==> src/rtl/mdr_arbiter.sv <==
// mdr_arbiter: round-robin front end that shares one multiply/divide/sqrt (MDR) unit
// between N_REQ requesters. It sequences the MDR operand handshake for the granted
// requester and returns the result, remainder and error status to it.
//
// Ports
//   clk, rst                       clock (rising edge), asynchronous active-high reset
//   req[N_REQ]                     per-requester request, held with operands until done
//   req_op[2*N_REQ]                per-requester op: 0=mul, 1=div, 2=sqrt, 3=invalid
//   req_x/req_y[DW*N_REQ]          per-requester operands (y still loaded for sqrt)
//   gnt[N_REQ]                     one-hot grant, high from grant until done
//   done[N_REQ]                    one-cycle completion pulse to the served requester
//   rsp_result/rsp_reminder[DW]    result and remainder of the last transaction
//   rsp_error                      MDR error, invalid op or timeout
//   rsp_timeout                    last transaction was aborted by timeout
//   busy                           arbiter is not idle
//   mdr_start/mdr_load/mdr_op/
//   mdr_data                       operand protocol towards the MDR unit
//   mdr_load_x/mdr_load_y/
//   mdr_ready/mdr_error/
//   mdr_result/mdr_reminder        status and results from the MDR unit
module mdr_arbiter #(
    parameter int unsigned N_REQ   = 4,
    parameter int unsigned DW      = 16,
    parameter int unsigned TIMEOUT = 64
) (
    input  logic                clk,
    input  logic                rst,
    input  logic [N_REQ-1:0]    req,
    input  logic [2*N_REQ-1:0]  req_op,
    input  logic [DW*N_REQ-1:0] req_x,
    input  logic [DW*N_REQ-1:0] req_y,
    output logic [N_REQ-1:0]    gnt,
    output logic [N_REQ-1:0]    done,
    output logic [DW-1:0]       rsp_result,
    output logic [DW-1:0]       rsp_reminder,
    output logic                rsp_error,
    output logic                rsp_timeout,
    output logic                busy,
    output logic                mdr_start,
    output logic                mdr_load,
    output logic [1:0]          mdr_op,
    output logic [DW-1:0]       mdr_data,
    input  logic                mdr_load_x,
    input  logic                mdr_load_y,
    input  logic                mdr_ready,
    input  logic                mdr_error,
    input  logic [DW-1:0]       mdr_result,
    input  logic [DW-1:0]       mdr_reminder
);

    localparam int unsigned IW = (N_REQ > 1) ? $clog2(N_REQ) : 1;
    localparam int unsigned CW = $clog2(TIMEOUT + 1);

    localparam logic [2:0] IDLE  = 3'd0;
    localparam logic [2:0] LDX   = 3'd1;
    localparam logic [2:0] PX    = 3'd2;
    localparam logic [2:0] LDY   = 3'd3;
    localparam logic [2:0] PY    = 3'd4;
    localparam logic [2:0] WAIT  = 3'd5;
    localparam logic [2:0] ABORT = 3'd6;
    localparam logic [2:0] RESP  = 3'd7;

    logic [2:0]       state_q, state_d;
    logic [IW-1:0]    ptr_q, ptr_d;
    logic [IW-1:0]    idx_q, idx_d;
    logic [1:0]       op_q, op_d;
    logic [DW-1:0]    x_q, x_d;
    logic [DW-1:0]    y_q, y_d;
    logic [CW-1:0]    cnt_q, cnt_d;
    logic [N_REQ-1:0] gnt_q, gnt_d;
    logic [N_REQ-1:0] done_q, done_d;
    logic [DW-1:0]    rsp_result_q, rsp_result_d;
    logic [DW-1:0]    rsp_reminder_q, rsp_reminder_d;
    logic             rsp_error_q, rsp_error_d;
    logic             rsp_timeout_q, rsp_timeout_d;

    logic [1:0]       op_arr [N_REQ];
    logic [DW-1:0]    x_arr  [N_REQ];
    logic [DW-1:0]    y_arr  [N_REQ];
    logic             pick_valid;
    logic [IW-1:0]    pick_idx;
    logic [IW-1:0]    cand;
    logic             cnt_hit;

    always_comb begin
        for (int unsigned k = 0; k < N_REQ; k++) begin
            op_arr[k] = req_op[2*k +: 2];
            x_arr[k]  = req_x[DW*k +: DW];
            y_arr[k]  = req_y[DW*k +: DW];
        end
    end

    // Scan from the farthest candidate back to the one just after the pointer,
    // so the last hit is the nearest requester in round-robin order.
    always_comb begin
        pick_valid = 1'b0;
        pick_idx   = '0;
        cand       = '0;
        for (int unsigned k = N_REQ; k >= 1; k--) begin
            cand = IW'((32'(ptr_q) + k) % N_REQ);
            if (req[cand]) begin
                pick_valid = 1'b1;
                pick_idx   = cand;
            end
        end
    end

    assign cnt_hit = (cnt_q == CW'(TIMEOUT - 1));

    always_comb begin
        state_d        = state_q;
        ptr_d          = ptr_q;
        idx_d          = idx_q;
        op_d           = op_q;
        x_d            = x_q;
        y_d            = y_q;
        cnt_d          = cnt_q;
        gnt_d          = gnt_q;
        done_d         = '0;
        rsp_result_d   = rsp_result_q;
        rsp_reminder_d = rsp_reminder_q;
        rsp_error_d    = rsp_error_q;
        rsp_timeout_d  = rsp_timeout_q;

        case (state_q)
            IDLE: begin
                // Skip the done cycle: the served requester still holds req there.
                if (pick_valid && (done_q == '0)) begin
                    idx_d           = pick_idx;
                    op_d            = op_arr[pick_idx];
                    x_d             = x_arr[pick_idx];
                    y_d             = y_arr[pick_idx];
                    gnt_d           = '0;
                    gnt_d[pick_idx] = 1'b1;
                    cnt_d           = '0;
                    rsp_timeout_d   = 1'b0;
                    if (op_arr[pick_idx] == 2'd3) begin
                        state_d        = RESP;
                        rsp_error_d    = 1'b1;
                        rsp_result_d   = '0;
                        rsp_reminder_d = '0;
                    end else begin
                        state_d = LDX;
                    end
                end
            end
            LDX: begin
                if (mdr_load_x) begin
                    state_d = PX;
                end else if (cnt_hit) begin
                    state_d = ABORT;
                end else begin
                    cnt_d = cnt_q + 1'b1;
                end
            end
            PX: begin
                state_d = LDY;
                cnt_d   = '0;
            end
            LDY: begin
                if (mdr_load_y) begin
                    state_d = PY;
                end else if (cnt_hit) begin
                    state_d = ABORT;
                end else begin
                    cnt_d = cnt_q + 1'b1;
                end
            end
            PY: begin
                state_d = WAIT;
                cnt_d   = '0;
            end
            WAIT: begin
                if (mdr_ready) begin
                    state_d        = RESP;
                    rsp_result_d   = mdr_result;
                    rsp_reminder_d = mdr_reminder;
                    rsp_error_d    = mdr_error;
                end else if (cnt_hit) begin
                    state_d = ABORT;
                end else begin
                    cnt_d = cnt_q + 1'b1;
                end
            end
            ABORT: begin
                state_d        = RESP;
                rsp_result_d   = '0;
                rsp_reminder_d = '0;
                rsp_error_d    = 1'b1;
                rsp_timeout_d  = 1'b1;
            end
            RESP: begin
                state_d = IDLE;
                done_d  = gnt_q;
                gnt_d   = '0;
                ptr_d   = idx_q;
            end
            default: state_d = IDLE;
        endcase
    end

    always_ff @(posedge clk or posedge rst) begin
        if (rst) begin
            state_q        <= IDLE;
            ptr_q          <= IW'(N_REQ - 1);
            idx_q          <= '0;
            op_q           <= '0;
            x_q            <= '0;
            y_q            <= '0;
            cnt_q          <= '0;
            gnt_q          <= '0;
            done_q         <= '0;
            rsp_result_q   <= '0;
            rsp_reminder_q <= '0;
            rsp_error_q    <= 1'b0;
            rsp_timeout_q  <= 1'b0;
        end else begin
            state_q        <= state_d;
            ptr_q          <= ptr_d;
            idx_q          <= idx_d;
            op_q           <= op_d;
            x_q            <= x_d;
            y_q            <= y_d;
            cnt_q          <= cnt_d;
            gnt_q          <= gnt_d;
            done_q         <= done_d;
            rsp_result_q   <= rsp_result_d;
            rsp_reminder_q <= rsp_reminder_d;
            rsp_error_q    <= rsp_error_d;
            rsp_timeout_q  <= rsp_timeout_d;
        end
    end

    // MDR-side outputs are decoded from the state register only (Moore).
    assign mdr_start = (state_q == LDX) || (state_q == PX) || (state_q == LDY) ||
                       (state_q == PY) || (state_q == WAIT);
    assign mdr_load  = (state_q == PX) || (state_q == PY);
    assign mdr_op    = mdr_start ? op_q : 2'd0;

    always_comb begin
        mdr_data = '0;
        if ((state_q == LDX) || (state_q == PX)) begin
            mdr_data = x_q;
        end else if ((state_q == LDY) || (state_q == PY)) begin
            mdr_data = y_q;
        end
    end

    assign busy         = (state_q != IDLE);
    assign gnt          = gnt_q;
    assign done         = done_q;
    assign rsp_result   = rsp_result_q;
    assign rsp_reminder = rsp_reminder_q;
    assign rsp_error    = rsp_error_q;
    assign rsp_timeout  = rsp_timeout_q;

endmodule

==> config.mk <==
export PLATFORM = sky130hd
export DESIGN_NAME = mdr_arbiter
export DESIGN_NICKNAME = d
export VERILOG_FILES = /design/src/rtl/mdr_arbiter.sv
export SDC_FILE = /design/constraint.sdc
export NUM_CORES = 1
export LEC_CHECK = 0
export CAP_MARGIN = 10
export CELL_PAD_IN_SITES_DETAIL_PLACEMENT = 0
export CELL_PAD_IN_SITES_GLOBAL_PLACEMENT = 1
export CORE_UTILIZATION = 25
export DETAILED_ROUTE_END_ITERATION = 6
export PLACE_DENSITY = 0.7
export SYNTH_ARGS = -nofsm -noshare
export SYNTH_HDL_FRONTEND = slang
export SYNTH_SLANG_ARGS = --single-unit
==> constraint.sdc <==
create_clock -name clk -period 8.05 [get_ports clk]
set_input_delay 2.0125 -clock clk [delete_from_list [all_inputs] [get_ports clk]]
set_output_delay 2.0125 -clock clk [all_outputs]
set_load 0.03 [all_outputs]
Word-level counts from Yosys, hierarchy flattened
Cells that the tools add are included.
Storage, ports and cells
  register bits: 90
  output and inout bits: 63
Operators by class
  equality and inequality tests: 15
  $lt $le $gt $ge: 7
  mux-type cells: 58
  bitwise logic cells: 1
  reduce and logical (&&, ||, !) cells: 21
  add/sub/neg operators: 5
Operators by type and width (number)
  $mux W16: 10
  $pmux W16 S3: 2
  $bmux W16 S2: 2
  $mux W7: 5
  $pmux W7 S5: 1
  $pmux W3 S8: 1
  $mux W3: 6
  $lt A2 B3 Y1 const B: 5
  $mux W2: 7
  $mux W1: 13
  $eq A3 B3 Y1 const B: 4
  $ne A2 B2 Y1 const B: 6
  $bmux W1 S2: 4
  $mux W4: 2
  $pmux W4 S2: 1
  $add A7 B1 Y7 const B: 1
  $eq A7 B6 Y1 const B: 1
  $eq A3 B2 Y1 const B: 2
  $logic_or A1 B1 Y1: 6
  $reduce_and A2 Y1: 3
  $reduce_bool A3 Y1: 2
  $reduce_and A5 Y1: 1
  $reduce_bool A5 Y1: 1
  $add A2 B1 Y2 const B: 2
  16 further kinds: 19

Longest topological paths before layout
  depth after elaboration: 15
  mapped depth: 8

Least setup slack after synthesis
Ideal clock, no wire load.
  path type: reg-to-output
  from: register state_q[1]
  to: output port mdr_data[3]
  setup slack: 3.986 ns
  data arrival time: 2.051 ns
  buffers on the path: 2
  cell stages (with the launch flop): 7
  cell sequence: dfrtp_1 -> clkbuf_1 -> clkbuf_1 -> mux2i_1 -> nor2_1 -> a21oi_1 -> o21ai_0
On the way
  cells in the longest elaborated chain, start to end: 4
RTL lines
  start: declaration: line 63  | logic [2:0] state_q, state_d;
  start signal: assignment: line 218  | state_q <= state_d;
  $eq A3 B2 Y1 / $eq A3 B3 Y1 (equally long branches): line 244  | end else if ((state_q == LDY) || (state_q == PY)) begin
  $logic_or A1 B1 Y1: line 244
  $mux W16: line 244
  $mux W16 *: line 242  | if ((state_q == LDX) || (state_q == PX)) begin
  end: declaration: line 42  | output logic [DW-1:0] mdr_data,
Every way passes the cells marked *; elsewhere a longest branch is shown, timed or not.

Final worst setup path
  from: register state_q[0]
  to: output port mdr_data[12]
Same word-level chain as after synthesis.

==> results_dict.tcl <==
set metrics [dict create \
    drtIter0Drc 301 \
    ctsLongestPathBuffers 2 \
    slew_viol_final 0 \
    seqPwrFrac_pct 27.5 \
    htree_levels 3 \
    ys_seq_area_share_pct 43.50 \
    grt_pass1_vias 5031 \
    ys.flop_type "dfrtp_1" \
    clockPowerShare_pct 14.6 \
    clock_sinks 90 \
    synth_top_family_by_area "compound AO/OA/AOI/OAI gates" \
    grt_max_degree 75 \
    hold_viol 0 \
    cp-end-kind "output port" \
    stdcell_area_um2 8134 \
    grt_first_pass_wirelength_mm 28.07 \
    synth_compound_gate_area_share_pct 29.69 \
    final_common_cell "clkdlybuf4s50_1" \
    cp.arrival_ns 3.06 \
    layout_common_cells "clkdlybuf4s50_1 (240), nand2_1 (116), dfrtp_1 (88), and2_1 (42), a21o_1 (36)" \
    min_from "idx_q[0]" \
    worstPathRequired_ns 6.04 \
    antenna_cells 0 \
    path_class "reg2out" \
    num-fill-cells 2083 \
    final.period_utilization_pct 63.04 \
    cts_resized 0 \
    numCtsBuffers 9 \
    wl_mm 17.97 \
    insertion_delay_ns 0.35 \
    share_comb_of_total_power_pct 57.9 \
    antenna_found_initial 0 \
    fmax_mhz 197.1 \
    area_growth_pct 56.92 \
    drive_gt1_share_pct 5.131 \
    final_nets 973 \
    clk_pin_slew_ns 0.07 \
    layout_min_cycle_time_ns 5.075 \
    vdd_drop_max_v 0.0001594 \
    tightest_slew_ns 0.7896 \
    vias 5216 \
    drc 0 \
    synth_mux_area_share_pct 3.090 \
    hpwl_mm 12.81 \
    final_cell_count_no_fill 1069 \
    startpoint "state_q[0]" \
    finalSetupTns_ns 0 \
    leakagePower_uw 0.003451 \
    synth-simple-area-share_pct 18.59 \
    holdBufCountCts 0 \
    synth.avg_cell_area_um2 8.907 \
    root_buffer "clkbuf_16" \
    dieArea_um2 21310 \
    p_sw_uw 1369 \
    vias_per_cell 4.879 \
    crit_path_max_fanout 16 \
    routedWlPerCell_um 16.81 \
    dr.pass1.iters 4 \
    p_sw_share_pct 45.25 \
    ys.warnings.count 0 \
    io_buffers 240 \
    max_slew_margin_pct 47.36 \
    synthArstFlopShare_pct 100.0 \
    synth_area_um2 5184 \
    syn_inst 582 \
    hold_path.class "reg2reg" \
    synth_seq_cells 90 \
    rr_startpoint "state_q[2]" \
    synthDistinctLibCells 43 \
    syn-num-nets 761 \
    start_util_pct 25.54 \
    die_h_um 146.0 \
    die_x_um 146.0 \
    grt_usage_pct 16.68 \
    cap_violations 0 \
    cp-start-kind "flop" \
    synth_fa_ha_area_share_pct 0.2414 \
    io_pins 241 \
    internal_power_uw 1657 \
    grt_setup_unrepaired "false" \
    synth_xor_area_share_pct 0.1690 \
    rows 52 \
    outcome "completed" \
    cts_tree "yes" \
    fp.coreArea_um2 20300 \
    detail-route-antenna-nets 0 \
    synth_edf_count 0 \
    place_area_um2 7825 \
    cts_setup_buffers 0 \
    setup_viol 0 \
    finClkSkew_ns 0.009204 \
    grt_overflow 0 \
    place_inst 1053 \
    gp_congestion 0.7441 \
    power.density_nw_per_um2 372.0 \
]
-- state kept, by name, summed over array words and instances (netlist names) --
name / count
cnt_q: 7
rsp_result: 16
state_q: 3
rsp_error: 1
idx_q: 2
y_q: 16
op_q: 2
rsp_timeout: 1
rsp_reminder: 16
ptr_q: 2
done: 4
x_q: 16
gnt: 4
-- synth_stat cells, types with 16 or more instances --
cell      count  area (um^2)
a22o_1       34        297.8
nand2_1     116        435.4
a311oi_1     35        306.5
a21o_1       36        270.3
and2_1       42        262.8
o21ai_0      29        145.1
clkbuf_1     40        150.1
dfrtp_1      88         2202
a21oi_1      21        105.1
a211oi_1     36        270.3
mux2i_1      16        160.2
nor2_1       23        86.33
-- power by group through the flow --
| stage | combinational, uW | clock, uW | sequential, uW |
|---|---|---|---|
| floorplan | 970 | 0 | 960 |
| global placement | 1760 | 0 | 839 |
| detailed placement | 1770 | 0 | 840 |
| CTS | 1780 | 459 | 833 |
| global route | 1890 | 477 | 860 |
| finish | 1750 | 442 | 832 |
-- cell families after synthesis --
group           after synthesis
flops                        90
xor+xnor                      1
fa+ha+maj                     1
mux                          16
buf+inv                      56
simple gates                211
compound gates              207
-- routing by layer --
metal,vias to the layer above,track usage [%],share of wire [%]
li1,2550,-,-
met3,15,4.201,6.4
met1,2449,22.93,47
met2,202,26.46,46
met5,-,0,0
met4,0,3.385,0.86
-- path summary, 6_finish.rpt --
| check | end | slack (ns) | depth (start not counted) |
|---|---|---|---|
| min in group asynchronous | rsp_result[3] | 2.04 | 2 |
| hold reg to reg | ptr_q[0] | 0.47 | 2 |
| setup reg to reg | y_q[14] | 4.79 | 7 |
| max in group asynchronous | y_q[12] | 4.88 | 3 |
| setup / recovery | mdr_data[12] | 2.98 | 6 |
| hold / removal | ptr_q[0] | 0.47 | 2 |
-- critical path, cell delays in order, from the launching register on --
cell and delay, ns:
dfrtp_1 0.67, inv_1 0.43, nor2_1 0.36, or2_2 0.21, a22oi_1 0.06, o21ai_0 0.20
clkdlybuf4s50_1 0.77
-- cell type report --
type | count | area (um^2) | share of cell area, %
Clock buffer | 10 | 239.0 | 2.938
Clock inverter | 6 | 70.07 | 0.8614
Inverter | 6 | 25.02 | 0.3076
Multi-Input combinational cell | 436 | 2723 | 33.47
Sequential cell | 90 | 2255 | 27.72
Tap cell | 270 | 337.8 | 4.153
Timing Repair Buffer | 251 | 2485 | 30.55
-- through the flow --
step | utilization, % | hold WS [ns] | worst slack, ns | total power (uW)
global route | 40.07 | 0.4869 | 2.708 | 3230
global placement | 38.55 | 0.4523 | 2.873 | 2600
CTS | 40.07 | 0.4695 | 2.938 | 3068
finish | 40.07 | 0.4689 | 2.975 | 3026
detailed placement | 38.55 | 0.4506 | 2.856 | 2611
floorplan | - | 0.4397 | 3.706 | 1930
Power figures use the tool's default switching activity.
